`config.mk`:
```
export PLATFORM = sky130hd
export DESIGN_NAME = bcd_7seg_display
export DESIGN_NICKNAME = d
export VERILOG_FILES = /design/src/rtl/bcd_7seg_display.sv
export SDC_FILE = /design/constraint.sdc
export NUM_CORES = 1
export LEC_CHECK = 0
export CORE_MARGIN = 3
export CORE_UTILIZATION = 54
export DETAILED_ROUTE_END_ITERATION = 10
export PLACE_DENSITY_LB_ADDON = 0.25
export RECOVER_POWER = 50
export SLEW_MARGIN = 30
export SYNTH_ARGS = -nofsm -noshare
export SYNTH_HDL_FRONTEND = slang
export SYNTH_SLANG_ARGS = --single-unit
```
`constraint.sdc`:
```
create_clock -name clk -period 2.4 [get_ports clk]
set_clock_uncertainty 0.15 [all_clocks]
set_input_delay 0.24 -clock clk [delete_from_list [all_inputs] [get_ports clk]]
set_output_delay 0.24 -clock clk [all_outputs]
set_load 0.005 [all_outputs]
```
`src/rtl/bcd_7seg_display.sv`:
```
// Latches a packed 4-digit BCD value and scans it onto a multiplexed 7-segment display,
// with a dark guard interval at the start of each digit slot, leading-zero blanking and dash decode.
module bcd_7seg_display #(
    parameter int REFRESH_DIV      = 27000,
    parameter int GUARD            = 2,
    parameter int BLANK_LEADING    = 1,
    parameter int ANODE_ACTIVE_LOW = 1,
    parameter int SEG_ACTIVE_LOW   = 1
) (
    input  logic        clk,
    input  logic        reset,
    input  logic [15:0] BCD_code,
    input  logic        valid,
    output logic [3:0]  anodes,
    output logic [6:0]  segments
);

    localparam int             CNT_W     = $clog2(REFRESH_DIV);
    localparam logic [CNT_W-1:0] CNT_MAX   = CNT_W'(REFRESH_DIV - 1);
    localparam logic [CNT_W-1:0] GUARD_CNT = CNT_W'(GUARD);
    localparam logic [3:0]     ANODE_OFF = (ANODE_ACTIVE_LOW != 0) ? 4'hF : 4'h0;
    localparam logic [6:0]     SEG_OFF   = (SEG_ACTIVE_LOW != 0) ? 7'h7F : 7'h00;

    logic [15:0]      disp_val;
    logic [CNT_W-1:0] cnt;
    logic [1:0]       idx;

    logic [3:0] nibble;
    logic [3:0] lead_zero;
    logic       blanked;
    logic       in_guard;
    logic [6:0] seg_on;
    logic [3:0] anode_on;
    logic [3:0] anodes_next;
    logic [6:0] segments_next;

    function automatic logic [6:0] decode(input logic [3:0] bcd);
        case (bcd)
            4'd0:    decode = 7'h3F;
            4'd1:    decode = 7'h06;
            4'd2:    decode = 7'h5B;
            4'd3:    decode = 7'h4F;
            4'd4:    decode = 7'h66;
            4'd5:    decode = 7'h6D;
            4'd6:    decode = 7'h7D;
            4'd7:    decode = 7'h07;
            4'd8:    decode = 7'h7F;
            4'd9:    decode = 7'h6F;
            default: decode = 7'h40;
        endcase
    endfunction

    always_comb begin
        nibble = disp_val[3:0];
        case (idx)
            2'd0: nibble = disp_val[3:0];
            2'd1: nibble = disp_val[7:4];
            2'd2: nibble = disp_val[11:8];
            2'd3: nibble = disp_val[15:12];
            default: nibble = disp_val[3:0];
        endcase

        // lead_zero[i]: nibbles 3..i are all zero; the units digit is never blanked
        lead_zero[3] = (disp_val[15:12] == 4'd0);
        lead_zero[2] = lead_zero[3] && (disp_val[11:8] == 4'd0);
        lead_zero[1] = lead_zero[2] && (disp_val[7:4] == 4'd0);
        lead_zero[0] = 1'b0;

        blanked  = (BLANK_LEADING != 0) && lead_zero[idx];
        in_guard = (cnt < GUARD_CNT);
        seg_on   = decode(nibble);
        anode_on = 4'b0001 << idx;

        if (in_guard || blanked) begin
            anodes_next   = ANODE_OFF;
            segments_next = SEG_OFF;
        end else begin
            anodes_next   = (ANODE_ACTIVE_LOW != 0) ? ~anode_on : anode_on;
            segments_next = (SEG_ACTIVE_LOW != 0) ? ~seg_on : seg_on;
        end
    end

    always_ff @(posedge clk or negedge reset) begin
        if (!reset) begin
            disp_val <= 16'h0000;
            cnt      <= '0;
            idx      <= 2'd0;
            anodes   <= ANODE_OFF;
            segments <= SEG_OFF;
        end else begin
            if (valid) begin
                disp_val <= BCD_code;
            end
            if (cnt == CNT_MAX) begin
                cnt <= '0;
                idx <= idx + 2'd1;
            end else begin
                cnt <= cnt + CNT_W'(1);
            end
            anodes   <= anodes_next;
            segments <= segments_next;
        end
    end

endmodule

```
Yosys cells after proc, flatten, opt, wreduce, memory -nomap -nowiden
Memories as Yosys holds them, arrays and structs flattened.
Index checks and enable logic that the tools add are counted.

operators by class
  $add $sub $neg = 2
  magnitude comparators = 2
  eq/ne operators = 4
  shifts and indexed selects = 1
  mux-type cells = 6
  bitwise operators = 2
  reduce and logical (&&, ||, !) cells = 7

operators with widths
  cell                                                                   count
  4-bit one-hot mux with 4 select lines                                  1
  15-bit by 1-bit adder with 15-bit output, second input constant        1
  15-bit == test, second input constant                                  1
  15-bit by 2-bit < comparator with 1-bit output, second input constant  1
  15-bit two-way mux                                                     1
  4-bit logical NOT                                                      3
  7-bit two-way mux                                                      1
  7-bit inverter                                                         1
  2-bit == test, second input constant                                   2
  4-bit two-way mux                                                      1
  4-bit inverter                                                         1
  1-bit by 2-bit left shift with 4-bit output, first input constant      1
  2-bit by 3-bit < comparator with 1-bit output, second input constant   1
  2-bit by 1-bit adder with 2-bit output, second input constant          1
  1-bit binary-select mux with 2-bit select                              1
  2-bit by 1-bit == test with 1-bit output, second input constant        1
  1-bit logical AND                                                      2
  2-bit logical NOT                                                      1
  1-bit logical OR                                                       1
  1-bit two-way mux                                                      1

word-level totals
  flip-flop bits (word level) = 44
  memory bits (read-only) = 112
  input bits = 19
  output and inout port bits = 11
  word-level logic and storage cells = 30
  memories = 1

memories
  name              depth  bits a word  rd ports  clocked after Yosys merged registers in  write ports  line  text
  (name not given)  16     7            1         0                                        0            38    case (bcd)

Depth between registers and ports, before layout
  depth in word-level cells = 7
  mapped depth = 10
  mapped depth without buffers = 10

Worst setup path before layout
No wires, ideal clock.

  path type = reg2reg
  start point = register idx[0]
  end point = register segments[3]
  setup time = 0.092 ns
  arrival = 1.938 ns
  required time = 2.158 ns
  slack = 0.220 ns
  cell stages (with the launch flop) = 10
  path buffers = 0
  clock period less this slack = 2.180 ns
  cells stage by stage = dfrtp_1 inv_1 ha_1 a222oi_1 a21oi_1 inv_1 ha_1 a211o_1 a21oi_1 o21ai_1

on the way
  cells in the longest elaborated chain, start to end = 5
  elaborated cells on any way between the ends = 11
  classes of those cells = eq/ne: 3; mux: 4; bitwise: 1; reduce/logical: 2; memory: 1

ends and longest elaborated chain
  what                                         line  text
  start: declaration                           26    logic [1:0] idx;
  start signal: assignment                     96    idx <= idx + 2'd1;
  2-bit == test, or another cell as far along  55    case (idx)
  4-bit one-hot mux with 4 select lines        55
  memory read 16 x 7 bit                       n/a
  7-bit inverter                               79    segments_next = (SEG_ACTIVE_LOW != 0) ? ~seg_on : seg_on;
  7-bit two-way mux *                          74    if (in_guard || blanked) begin
  via segments_next[3]                         35    logic [6:0] segments_next;
  end signal: assignment                       101   segments <= segments_next;
  end: declaration                             15    output logic [6:0] segments

Mark *: on every way through the listed nets, which the timed path passes. The rest lies on a longest branch. The select of a mux whose other input is x is not followed.
A chain may end at the register's enable or synchronous reset.

Worst setup path after layout
  start point = register idx[0]
  end point = register segments[5]

Same word-level chain as after synthesis.

==> metrics.txt <==
Mean Syn Cell Area 11.3 um2; Cells after Synth 190; Worst Hold Path Cells 1; r2r setup slk 0.03 ns; Compound-Gate Fraction of Synth Area 10.0%; critical path type flop to flop; Clock Path Buffers 2; pwr dens 556 nW/um2; IO Port Bufs 29; Synth area leaders dfrtp_1 39%, dfstp_2 14%, mux2_2 7.4%; Worst-path clk slew 0.08 ns; # DRC 0; total routed wirelength 4570 um; CTS tree built; Synth area leader dfrtp_1; final slew viol count 0; slew of the pin with the lowest slew margin 1.04 ns; Post-DRT Antenna Nets 0; CTS root buffer clkbuf_8; final net count 262; total track usage 21.4%; CTS Sinks 44; Static Leakage 1.13 nW; fin crit share 98.7%; Final min period 2.37 ns; final setup TNS 0 ns; number of global-route vias before repair 1575; chip width 68.9 um; mux contribution to synthesized area 8.84%; worst r2r src idx[0]; total CTS buffers 5; Max Cap Viol 0; unrepaired setup endpoints after global routing yes; Die Y-Extent 68.9 um; post-route insts no fill 281; asr flop ratio synth 100%; Total Power 1.50 mW; class of the worst hold path flop to flop; Synth Flop Type dfrtp_1; largest family of logic cells by synthesized area simple AND/OR/NAND/NOR gates; peak supply drop 0.338 mV; I/O pin count 30; endpoints failing setup 0; Post-Synth Adder-Cell Area 6.44%; outcome completed; # diodes 0; initial antenna violation count 0; drt first pass iters 4; Rows 22; Synth Area in Simple Gates 14.0%; H-tree Lvls 2; Crit. Startpoint idx[0]; largest net degree at the start of global routing 45; Post-synth EDFFs 0; Core ar. 3740 um2; Critical Path RT 2.45 ns; Initial DRC Count 172; Max FO, Critical Path 5; reg-to-reg critical path endpoint segments[5]; Distinct cells, synth 38; Post-Syn Nets 220; GRT overflow 0; Die ar. 4750 um2; Final HPWL DP 3210 um; Worst Reg-to-Reg Cells 8; crit path capture segments[5]; Clock Latency Late Sink 0.29 ns; global-route wire length before repair 7470 um; drt wl/cell 16.2 um; register bit total from synthesis 44; mapped cell area 2140 um2; Worst EP arrival 2.42 ns; xor/xnor share of the synthesized area 5.73%; Worst Setup Start Kind flop; Seq/Total Area, Yosys 52.1%; Inst Count DP 267; routed vias/inst 5.73; RePlAce Congestion 0.887; FMAX 0.422 GHz; Initial Util 57.1%; Syn-to-layout area delta 26.6%; Max-slew headroom 31.0%; post-synth top area share 38.6%; Setup crit end kind flop; final hold violations 0; vias 1610; Synth Warn # 0; layout cells sized above 1 26.2%
-- per-layer routing --
layer / wire length (um) / track usage (%)
met5: 0 / 0
met4: 69 / 8.03
met3: 176 / 3.73
met2: 2260 / 33.8
met1: 2060 / 29.5
-- cell families after synthesis --
family | Yosys count
AO/OA/AOI/OAI | 31
XOR/XNOR | 14
adder cells (fa/ha/maj) | 11
buffers and inverters | 15
flip-flops | 44
multiplexers | 17
AND/OR/NAND/NOR | 58
-- cells in the final DEF (no fill, tap or decap), types with 5 or more instances in the layout --
| master | netlist | layout |
|---|---|---|
| dfrtp_1 | 33 | 31 |
| clkdlybuf4s50_1 | 0 | 27 |
| nor2_1 | 14 | 14 |
| mux2_2 | 14 | 14 |
| nand2_1 | 12 | 12 |
| xnor2_1 | 12 | 12 |
| dfstp_2 | 11 | 11 |
| nor4_1 | 8 | 8 |
| buf_4 | 1 | 8 |
| inv_1 | 10 | 7 |
| nand3_1 | 6 | 6 |
| o21ai_1 | 6 | 6 |
| clkbuf_8 | 0 | 6 |
| a21oi_1 | 6 | 5 |
| nand4_1 | 5 | 5 |
| ha_1 | 11 | 5 |
-- cell type report --
type                            instances  area (um2)
Sequential cell                        44        1120
Fill cell                             273        1040
Multi-Input combinational cell        131        1030
Timing Repair Buffer                   39         367
Clock buffer                            6        82.6
Tap cell                               48        60.1
Inverter                               11        41.3
Clock inverter                          2        10.0
-- how the worst min path moves through the flow --
stage,start,endpoint
finish,cnt[0],cnt[0]
detailed placement,reset,disp_val[1]
global route,cnt[0],cnt[0]
CTS,cnt[0],cnt[0]
global placement,reset,disp_val[3]
floorplan,reset,cnt[0]
-- synthesized netlist by cell type, types with 6 or more instances --
master / instances
a21oi_1: 6
dfrtp_1: 33
dfstp_2: 11
ha_1: 11
inv_1: 10
mux2_2: 14
nand2_1: 12
nand3_1: 6
nor2_1: 14
nor4_1: 8
o21ai_1: 6
xnor2_1: 12
-- stage by stage --
step	area [um2]	setup slack, ns	hold slack (ns)	utilization, %
6_report	2710	0.0324	0.354	72.3
5_1_grt	2710	-0.0814	0.366	72.3
4_1_cts	2680	0.00256	0.349	71.5
3_5_place_dp	2490	-0.192	0.285	66.6
3_3_place_gp	2490	-0.0362	0.263	66.6
2_1_floorplan	2140	0.220	-0.206	-
-- flip-flops by register name, indices dropped and copies added (netlist names) --
signal / flops
disp_val: 16
segments: 7
cnt: 15
anodes: 4
idx: 2
-- power by group --
group | leakage [nW] | internal (mW) | switching, mW
logic | 0.560 | 0.119 | 0.0864
clock network | 0.0510 | 0.230 | 0.239
registers | 0.523 | 0.800 | 0.0304
-- worst max-delay path, stage by stage (launching register included) --
cell and delay (ns):
dfrtp_2 0.48, ha_4 0.20, a222oi_1 0.46, mux2i_2 0.15, buf_4 0.19, ha_2 0.17, a211o_1 0.25, a31oi_1 0.16
o21ai_1 0.08
-- repair_timing --
item / in CTS / in global routing
hold buffers: 1 / 0
hold endpoints to repair: 33 / 0
resized for setup: 12 / 6
setup buffers: 4 / 1
pin swaps: 1 / 4
gates cloned: 0 / 0
endpoints found under the setup margin: 4 / 7
Note: power is estimated with default switching activity, not from simulation.
